==> src/rtl/mem_ctrl_pkg.sv <==
// Shared types for the unified memory controller: access FSM state encoding
// and a helper that identifies the cycles in which a memory request is outstanding.
package mem_ctrl_pkg;

  localparam int MEM_STATE_W = 3;

  typedef enum logic [MEM_STATE_W-1:0] {
    MEM_ST_IDLE  = 3'd0,
    MEM_ST_FETCH = 3'd1,
    MEM_ST_LOAD  = 3'd2,
    MEM_ST_STORE = 3'd3,
    MEM_ST_DONE  = 3'd4
  } mem_state_t;

  function automatic logic is_access(input mem_state_t s);
    return (s == MEM_ST_FETCH) || (s == MEM_ST_LOAD) || (s == MEM_ST_STORE);
  endfunction

endpackage

==> src/rtl/mem_timer.sv <==
// Saturating 8-bit wait counter; expired flags the last cycle the memory
// request may remain pending before the access is abandoned.
module mem_timer #(
  parameter int TIMEOUT = 255
) (
  input  logic clk,
  input  logic rst,
  input  logic clear,
  input  logic enable,
  output logic expired
);

  localparam logic [7:0] LAST = 8'(TIMEOUT - 1);

  logic [7:0] count;

  always_ff @(posedge clk or posedge rst) begin
    if (rst) begin
      count <= 8'd0;
    end else if (clear) begin
      count <= 8'd0;
    end else if (enable && (count != 8'hFF)) begin
      count <= count + 8'd1;
    end
  end

  assign expired = enable && (count == LAST);

endmodule

==> src/rtl/mem_ctrl.sv <==
// Single-port memory controller for the multi-cycle CPU: serialises fetch,
// load and store onto a req/ack port, owns IR and MDR, and stalls the core.
module mem_ctrl
  import mem_ctrl_pkg::*;
#(
  parameter int ADDR_W  = 32,
  parameter int DATA_W  = 32,
  parameter int TIMEOUT = 255
) (
  input  logic              clk,
  input  logic              rst,
  input  logic              fetch_req,
  input  logic              load_req,
  input  logic              store_req,
  input  logic [ADDR_W-1:0] pc,
  input  logic [ADDR_W-1:0] addr,
  input  logic [DATA_W-1:0] wdata,
  output logic [DATA_W-1:0] instr,
  output logic [DATA_W-1:0] mdr,
  output logic              stall,
  output logic              misaligned,
  output logic              timeout,
  output logic              mem_req,
  output logic              mem_we,
  output logic [ADDR_W-1:0] mem_addr,
  output logic [DATA_W-1:0] mem_wdata,
  input  logic              mem_ack,
  input  logic [DATA_W-1:0] mem_rdata
);

  mem_state_t        state, state_d, sel_state;
  logic [ADDR_W-1:0] sel_addr;
  logic              sel_we;
  logic              in_access, any_req, timer_expired;
  logic              launch, mis_d, tmo_d, ir_we, mdr_we;

  assign in_access = is_access(state);
  assign any_req   = fetch_req | load_req | store_req;
  assign stall     = ((state == MEM_ST_IDLE) && any_req) || in_access;

  mem_timer #(.TIMEOUT(TIMEOUT)) u_timer (
    .clk    (clk),
    .rst    (rst),
    .clear  (!in_access),
    .enable (in_access),
    .expired(timer_expired)
  );

  // Simultaneous requests are resolved fetch > load > store; losers are dropped.
  always_comb begin
    sel_addr  = addr;
    sel_state = MEM_ST_STORE;
    sel_we    = 1'b0;
    if (fetch_req) begin
      sel_addr  = pc;
      sel_state = MEM_ST_FETCH;
    end else if (load_req) begin
      sel_state = MEM_ST_LOAD;
    end else begin
      sel_we = 1'b1;
    end
  end

  always_comb begin
    state_d = state;
    launch  = 1'b0;
    mis_d   = 1'b0;
    tmo_d   = 1'b0;
    ir_we   = 1'b0;
    mdr_we  = 1'b0;
    case (state)
      MEM_ST_IDLE: begin
        if (any_req) begin
          if (sel_addr[1:0] != 2'b00) begin
            state_d = MEM_ST_DONE;
            mis_d   = 1'b1;
          end else begin
            state_d = sel_state;
            launch  = 1'b1;
          end
        end
      end
      // An ack arriving in the same cycle the timer expires still completes the access.
      MEM_ST_FETCH, MEM_ST_LOAD, MEM_ST_STORE: begin
        if (mem_ack) begin
          state_d = MEM_ST_DONE;
          ir_we   = (state == MEM_ST_FETCH);
          mdr_we  = (state == MEM_ST_LOAD);
        end else if (timer_expired) begin
          state_d = MEM_ST_DONE;
          tmo_d   = 1'b1;
        end
      end
      MEM_ST_DONE: state_d = MEM_ST_IDLE;
      default:     state_d = MEM_ST_IDLE;
    endcase
  end

  always_ff @(posedge clk or posedge rst) begin
    if (rst) state <= MEM_ST_IDLE;
    else     state <= state_d;
  end

  always_ff @(posedge clk or posedge rst) begin
    if (rst) begin
      mem_req    <= 1'b0;
      mem_we     <= 1'b0;
      mem_addr   <= '0;
      mem_wdata  <= '0;
      misaligned <= 1'b0;
      timeout    <= 1'b0;
      instr      <= '0;
      mdr        <= '0;
    end else begin
      mem_req    <= is_access(state_d);
      misaligned <= mis_d;
      timeout    <= tmo_d;
      if (launch) begin
        mem_addr  <= {sel_addr[ADDR_W-1:2], 2'b00};
        mem_wdata <= wdata;
        mem_we    <= sel_we;
      end
      if (ir_we)  instr <= mem_rdata;
      if (mdr_we) mdr   <= mem_rdata;
    end
  end

endmodule

==> config.mk <==
export PLATFORM = sky130hd
export DESIGN_NAME = mem_ctrl
export DESIGN_NICKNAME = d
export VERILOG_FILES = /design/src/rtl/mem_ctrl_pkg.sv /design/src/rtl/mem_timer.sv /design/src/rtl/mem_ctrl.sv
export SDC_FILE = /design/constraint.sdc
export NUM_CORES = 1
export LEC_CHECK = 0
export BUFFER_PORTS_ARGS = -buffer_cell sky130_fd_sc_hd__buf_2
export CORE_MARGIN = 4
export CORE_UTILIZATION = 40
export DETAILED_ROUTE_END_ITERATION = 10
export GPL_ROUTABILITY_DRIVEN = 0
export HOLD_SLACK_MARGIN = 0.02
export PLACE_DENSITY_LB_ADDON = 0.12
export SLEW_MARGIN = 20
export SYNTH_ARGS = -nofsm -noshare
export SYNTH_HDL_FRONTEND = slang
export SYNTH_SLANG_ARGS = --single-unit
==> constraint.sdc <==
create_clock -name clk -period 4.35 [get_ports clk]
set_clock_uncertainty 0.05 [all_clocks]
set_input_delay 0.435 -clock clk [delete_from_list [all_inputs] [get_ports clk]]
set_output_delay 0.435 -clock clk [all_outputs]
set_load 0.005 [all_outputs]
Yosys cells after proc, flatten, opt, wreduce, memory -nomap -nowiden --
Cells that the tools add are included.
Word-level totals: flip-flop bits (word level) 141, latch bits 0, bits in writable memories 0, memory bits (read-only) 0, memories kept 0
Operators by class: $add $sub $neg 1, multipliers 0, divide/modulo/power cells 0, magnitude comparators 0, equal/unequal tests 9, shift operators 0, muxes and demuxes 25, bitwise logic cells 2, reductions and logical operators 11
Operators by type and width (count):
- $mux W32 | 1
- $mux W1 | 16
- $mux W8 | 2
- $eq A3 B2 Y1 const B | 4
- $mux W3 | 4
- $add A8 B1 Y8 const B | 1
- $eq A8 B8 Y1 const B | 1
- $ne A8 B8 Y1 const B | 1
- $eq A3 B1 Y1 const B | 2
- $pmux W3 S2 | 1
- $logic_or A1 B1 Y1 | 5
- $logic_and A1 B1 Y1 | 3
- $logic_not A3 Y1 | 1
- $reduce_or A3 Y1 | 1
- $mux W2 | 1
- $ne A2 B1 Y1 const B | 1
- $or A1 B1 Y1 | 2
- $reduce_bool A2 Y1 | 1

Longest topological paths before layout --
Gate-level depths: netlist of run 1.
word-level depth 10, mapped depth 7

By module --
Synthesis of run 1 repeated with hierarchy kept, for this count alone.
Unflattened totals: cell total of the unflattened synthesis 388, area, all modules 5880.6 µm²
By module, submodules not included:
- mem_ctrl | times used 1, cells an instance 338, area an instance 5437.7 µm², seq. area each 3328.2 µm²
- mem_timer | times used 1, cells an instance 50, area an instance 442.9 µm², seq. area each 200.2 µm²

Worst setup path after synthesis of run 1 --
No wires, ideal clock.
path kind input to register, start in fetch_req, end reg mem_wdata[0], arrival time 1.647 ns, data required time 4.175 ns, path slack 2.528 ns, stages 6, buffers on the path 3, cells stage by stage buf_6 or3_4 o211ai_2 buf_6 buf_8 mux2_4
On the way: longest elaborated chain between the ends 5, elaborated cells on any way between the ends 7
Ends and longest elaborated chain:
- from (decl) | RTL line mem_ctrl.sv:12 | input logic fetch_req,
- $mux W32 | RTL line mem_ctrl.sv:54 | if (fetch_req) begin
- $reduce_bool A2 Y1 | RTL line mem_ctrl.sv:74 | if (sel_addr[1:0] != 2'b00) begin
- $mux W1 | RTL line mem_ctrl.sv:74
- $mux W1 * | RTL line mem_ctrl.sv:73 | if (any_req) begin
- $mux W1 * | RTL line mem_ctrl.sv:71 | case (state)
- to (signal assigned) | RTL line mem_ctrl.sv:120 | mem_wdata <= wdata;
- to (decl) | RTL line mem_ctrl.sv:26 | output logic [DATA_W-1:0] mem_wdata,
Every way passes the cells marked *; elsewhere a longest branch is shown, timed or not. A chain may end at the register's enable or synchronous reset.

Worst setup path in the final report of run 1 --
start in fetch_req, end reg mem_wdata[27]
The elaborated chain is that of the path after synthesis.

==> summary.md, run 1 <==
| Metric | Value |
|---|---|
| R2R Path Start | state[2] |
| Routing usage on met2 | 28.75% |
| ANT nets after route | 0 |
| CTS Buf Count | 17 |
| Clock Sinks | 141 |
| CTS tree | built |
| Via count | 4240 |
| Row cnt | 43 |
| DRT Wirelength | 14.45 mm |
| Reg-to-reg slack, setup | 2.36 ns |
| Met1 GRT Util | 22.02% |
| Sequential-to-total area share from yosys stat | 60.61% |
| DRT Pass-1 Iters | 4 |
| Hpwl dp | 10.95 mm |
| Cells after synthesis | 411 |
| Clock transition at path regs | 0.06 ns |
| Final core utilization | 56.34% |
| Clock Latency Late Sink | 0.41 ns |
| # port buffers | 264 |
| Synth Warn # | 0 |
| Post-layout min period | 2.528 ns |
| Worst Path Required | 4.59 ns |
| Kind of critical path | in2reg |
| Post-synthesis cell type count | 41 |
| Top_reg_cell synth | dfrtp_1 |
| Ys async rst share | 100.0% |
| Fin crit share | 58.12% |
| Worst r2r path cells | 4 |
| Pwr dens | 675.7 nW/um2 |
| Met3 GRT Util | 6.351% |
| Layout area overhead | 35.89% |
| Iter 0 DRT Violations | 169 |
| Outcome | finished, final reports clean |
| Setup TNS | 0 ns |
| Initial Util | 41.46% |
| First-pass GRT wire length | 22.87 mm |
| Initial antenna violation count | 0 |
| Worst Hold Class | in2async |
| Die Area | 16550 um2 |
| Unrepaired setup endpoints after global routing | false |
| Mapped cell area | 5822 um2 |
| # fillers | 1191 |
| Final slew viol count | 0 |
| Antenna fix cells | 0 |
| CTS H-tree lvls | 4 |
| Overflow after GRT | 0 |
| Post-synth EDFFs | 0 |
| FF-to-FF End | mem_wdata[2] |
| Setup Fix Bufs, Post-CTS | 0 |
| I/O pin count | 267 |
| Synth Area per Inst | 14.17 um2 |
| Die Wd | 128.6 um |
| Final Hold Violating Endpoints | 0 |
| CTS Root Cell | clkbuf_16 |
| Rel. slew slack | 38.23% |
| DR WL/cell | 16.63 um |
| Worst-margin pin slew | 0.9266 ns |
| Tot GR Track Use | 17.83% |
| Max Root-Sink Buffers | 2 |
| Gr busiest metal | met2 |
| Largest net degree at the start of global routing | 120 |
| Final #Nets | 812 |
| Via density | 4.879 |
| Worst setup SP type | input pin |
| Leakage | 4.111 nW |
| Core area | 14040 um2 |
| Peak VDD IR | 0.2943 mV |
| Vias in the first global route | 4407 |
| CP max FO | 54 |
| Max_cap viols | 0 |
| Synth Register Bits | 141 |
| CP endpoint kind | register |
| Post-cts sizing count | 0 |
| DRC Markers | 0 |
| Critical path data arrival time | 2.77 ns |
| Chip Height | 128.6 um |
| Share of layout cells above drive strength 1 | 58.78% |
| Final setup viols | 0 |
| FMAX | 395.5 MHz |
| CTS Hold Bufs | 0 |
==> Yosys cell counts, types with 2 or more instances <==
| library cell | number | area (um2) |
|---|---|---|
| a31oi_1 | 4 | 25.02 |
| nor3_2 | 2 | 20.02 |
| o21ai_0 | 32 | 160.2 |
| buf_6 | 2 | 22.52 |
| dfrtp_1 | 141 | 3528 |
| nor2_1 | 6 | 22.52 |
| and3_1 | 2 | 12.51 |
| nor4b_4 | 2 | 47.55 |
| mux2i_1 | 30 | 300.3 |
| buf_4 | 3 | 22.52 |
| mux2_2 | 78 | 878.3 |
| mux2_4 | 18 | 270.3 |
| nor3_1 | 3 | 15.01 |
| ha_1 | 2 | 25.02 |
| inv_1 | 5 | 18.77 |
| xnor2_1 | 2 | 17.52 |
| nand3_1 | 6 | 30.03 |
| o31ai_1 | 2 | 15.01 |
| nand4_1 | 2 | 12.51 |
| buf_2 | 9 | 45.04 |
| clkbuf_1 | 8 | 30.03 |
| nand2_1 | 33 | 123.9 |
==> final cells by class <==
class / instances / area, um2 / share of cell area (%)
Sequential cell: 141 / 3528 / 44.60
Clock inverter: 12 / 161.4 / 2.040
Tap cell: 180 / 225.2 / 2.847
Multi-Input combinational cell: 242 / 2132 / 26.95
Timing Repair Buffer: 269 / 1371 / 17.33
Clock buffer: 20 / 466.7 / 5.899
Inverter: 5 / 26.28 / 0.3321
==> worst max-delay path by stage <==
stage | startpoint | to | slack [ns] | cells after the start
2_1_floorplan | rst | instr[0] | 0.08 | 1
3_3_place_gp | fetch_req | mem_wdata[21] | 1.46 | 5
3_5_place_dp | fetch_req | mem_wdata[27] | 1.38 | 5
4_1_cts | fetch_req | mem_wdata[27] | 1.83 | 5
5_1_grt | fetch_req | mem_wdata[27] | 1.65 | 5
6_report | fetch_req | mem_wdata[27] | 1.82 | 5
==> cells by family after synthesis <==
group                    count (synthesis)  share of synthesized area, %
AND/OR/NAND/NOR                         62                         5.738
AO/OA/AOI/OAI                           48                         4.986
flip-flops                             141                         60.61
XOR/XNOR                                 2                        0.3009
adder cells (fa/ha/maj)                  2                        0.4298
other                                    1                       0.06441
buffers and inverters                   29                         2.987
multiplexers                           126                         24.89
==> cells in the final DEF (no fill, tap or decap), drive strengths merged <==
cell type,instances
o211ai,1
o311a,1
nor3b,2
conb,2
or3,1
xnor2,2
nor2,6
inv,6
clkinvlp,3
bufinv,3
a311oi,1
mux2i,30
ha,2
o311ai,1
nor2b,1
o21ai,32
buf,269
mux2,96
nor4,1
nand4,2
o2bb2ai,1
dfrtp,141
o31ai,2
a31oi,4
and3,2
a21o,1
nor3,5
nand2,33
nand3,6
or2,1
nor4b,2
clkinv,5
o41ai,1
a211oi,1
clkbuf,20
a21bo,1
o21bai,1
==> sequential cells by signal (all words and copies together), names as in the netlist <==
| name | cells |
|---|---|
| instr | 32 |
| mem_req | 1 |
| mem_we | 1 |
| misaligned | 1 |
| u_timer.count | 8 |
| mem_addr | 30 |
| timeout | 1 |
| mem_wdata | 32 |
| mdr | 32 |
| state | 3 |
==> through the flow <==
step	setup WS, ns	cell area, um2	hold WS, ns	power [mW]	cells
6_report	1.822	7911	0.1320	5.346	869
2_1_floorplan	0.08378	5826	0.4226	3.025	412
5_1_grt	1.651	7911	0.1459	5.715	869
3_5_place_dp	1.381	7281	0.4196	3.912	837
4_1_cts	1.829	7909	0.1270	5.443	869
3_3_place_gp	1.464	7281	0.4095	3.848	837
==> report_power, final <==
part           internal, mW  leakage [nW]  switching [mW]  total [mW]
Clock                 0.952         0.299           0.550        1.50
Sequential             1.91          1.75           0.321        2.23
Combinational         0.932          2.06           0.678        1.61
==> worst max-delay path: stages <==
cell and delay (ns):
buf_2 0.70, nor3_2 0.19, o211ai_4 0.67, buf_12 0.35, mux2_2 0.38
==> routing by layer <==
metal	part of all wire, %	vias to the layer above
li1	-	1987
met1	40	2053
met2	49	185
met3	9.2	15
met4	1.6	0
met5	0	-
Power figures use the tool's default switching activity.
==> run 2: changes to the inputs <==
==> constraint.sdc (replaced) <==
create_clock -name clk -period 2.4 [get_ports clk]
set_clock_uncertainty 0.05 [all_clocks]
set_input_delay 0.24 -clock clk [delete_from_list [all_inputs] [get_ports clk]]
set_output_delay 0.24 -clock clk [all_outputs]
set_load 0.005 [all_outputs]
==> run 2 against run 1 <==
Compared with the run above: hold slack worse by 0.089 ns; non-clock buffer count rose by 71; routed wire length is 7.3% higher; final area increased by 9.4%; sequential cell count stayed put; largest power group unchanged; sequential power grew 83%; combinational power increased by 89%; highest routed layer unchanged; cell count grew 8.4%; first-iteration DRC count is 15% higher; via count increased by 6.8%; sequential share of layout area is 3.8 points lower; count of clock-buffer cells in the layout is 2 lower.
==> summary.md, run 2 (synthesis gave the netlist of run 1 again) <==
| Metric | Value |
|---|---|
| Chip Height | 128.6 um |
| CP endpoint kind | output port |
| CTS tree | built |
| DRC Markers | 0 |
| Row cnt | 43 |
| Post-layout min period | 2.130 ns |
| Critical path data arrival time | 1.84 ns |
| Highest routed layer | met4 |
| Met2 wire length | 7.615 mm |
| Final Hold Violating Endpoints | 0 |
| Worst setup SP type | register |
| Outcome | finished, final reports clean |
| CP max FO | 11 |
| Die Wd | 128.6 um |
| Regs by FF count | instr (32), mdr (32), mem_wdata (32) |
| Kind of critical path | reg2out |
| Pwr dens | 1137 nW/um2 |
| Peak VDD IR | 0.4628 mV |
| Iter 0 DRT Violations | 194 |
| Hpwl dp | 11.21 mm |
| DR WL/cell | 16.45 um |
| Share of layout cells above drive strength 1 | 54.08% |
| FMAX | 469.5 MHz |
| Critical Path, Cell by Cell | o21bai_1 -> nand2_1 -> buf_2 |
| Worst-margin pin slew | 0.8325 ns |
| # port buffers | 264 |
| Placed Instances | 843 |
| Die Area | 16550 um2 |
| Clock Latency Late Sink | 0.41 ns |
| Worst path max stage delay | 0.71 ns |
| Via count | 4530 |
| Unrepaired setup endpoints after global routing | false |
| Max Root-Sink Buffers | 2 |
| # fillers | 1136 |
| Largest net degree at the start of global routing | 73 |
| Leakage | 4.418 nW |
| Critical-path top delay cell | o21bai_1 |
| Final #Nets | 883 |
| Overflow after GRT | 0 |
| Final non-filler cell total | 942 |
| Initial Util | 41.46% |
| CTS Buf Count | 17 |
| Final slew viol count | 0 |
| Worst Hold Class | in2reg |
| Final setup viols | 0 |
| Initial antenna violation count | 1 |
| I/O pin count | 267 |
| CTS Root Cell | clkbuf_16 |
| Rel. slew slack | 44.38% |
| Fin crit share | 88.75% |
| CTS H-tree lvls | 4 |
| Via density | 4.809 |
| Clock transition at path regs | 0.06 ns |
| DRT Wirelength | 15.50 mm |
| Design Power | 9.837 mW |
| Tot GR Track Use | 18.89% |
| Most common cell after layout, fill and taps aside | buf_2 |
| DRT Pass-1 Iters | 5 |
| Core area | 14040 um2 |
| Clock Sinks | 141 |
| Vias in the first global route | 4898 |
| Setup Fix Bufs, Post-CTS | 0 |
| Worst Path Required | 2.11 ns |
| WL met3 | 1.304 mm |
| Layout area overhead | 48.61% |
| ANT nets after route | 0 |
| First-pass GRT wire length | 24.41 mm |
| Met1 wire length | 6.173 mm |
| Most frequent cells in the layout | buf_2 (264), dfrtp_1 (141), mux2_2 (78), dlygate4sd3_1 (65), nand2_1 (33) |
| Setup TNS | 0 ns |
| Max_cap viols | 0 |
run 2: changes by cell type in the layout (fill, tap and decap cells not counted), sizes merged, moves of 2 or more:
cell         delta
diode           +2
buf             +6
inv             +2
dlygate4sd3    +65
clkbuf          -2
run 2: critical path: cells and delay by family (launching register included):
family          cells  cell delay, ns
compound gates      1            0.71
flops               1            0.46
buf+inv             1            0.16
simple gates        1            0.10
run 2: worst paths after layout:
check | from | to | slack (ns) | depth (start not counted)
max | state[0] | stall | 0.27 | 3
min | mem_rdata[31] | instr[31] | 0.04 | 2
max reg2reg | state[2] | mem_req | 0.47 | 4
min reg2reg | mem_addr[17] | mem_addr[17] | 0.42 | 2
max in group asynchronous | rst | mdr[23] | 1.51 | 4
min in group asynchronous | rst | mem_wdata[17] | 0.47 | 4
run 2: repair_timing:
| item | 4_1_cts | 5_1_grt |
|---|---|---|
| endpoints found under the hold margin | 228 | 2 |
| resized for setup | 0 | 0 |
| hold buffers | 64 | 1 |
run 2: cell type report:
cell class | count | area (um2) | area share, %
multi-input cells | 242 | 2132 | 24.64
inverters | 5 | 22.52 | 0.2603
clock inverters | 14 | 182.7 | 2.111
clock buffers | 18 | 439.2 | 5.076
well taps | 180 | 225.2 | 2.603
repair buffers | 340 | 2117 | 24.47
diodes | 2 | 5.005 | 0.05785
flip-flops and latches | 141 | 3528 | 40.78
run 2: per-layer routing:
layer  track usage (%)  vias up
met5                 0        -
met4             7.350        0
met3             6.268       34
met2             31.77      203
met1             22.48     2164
li1                  -     2129
run 2: through the flow:
step | cell area, um2 | worst slack [ns] | hold WS, ns | util (%)
5_1_grt | 8650 | 0.1407 | 0.03130 | 61.60
2_1_floorplan | 5829 | 0.3469 | 0.2627 | -
3_3_place_gp | 7375 | 0.5326 | 0.3565 | 52.52
4_1_cts | 8637 | 0.2651 | 0.02260 | 61.51
3_5_place_dp | 7375 | 0.4972 | 0.3700 | 52.52
6_report | 8652 | 0.2699 | 0.04330 | 61.61
run 2: report_power, final:
| group | total [mW] | internal (mW) | switching, mW | leakage (nW) |
|---|---|---|---|---|
| clock | 2.72 | 1.68 | 1.04 | 0.294 |
| sequential | 4.07 | 3.47 | 0.600 | 1.75 |
| combinational | 3.05 | 1.78 | 1.26 | 2.37 |
| total | 9.84 | 6.93 | 2.90 | 4.42 |
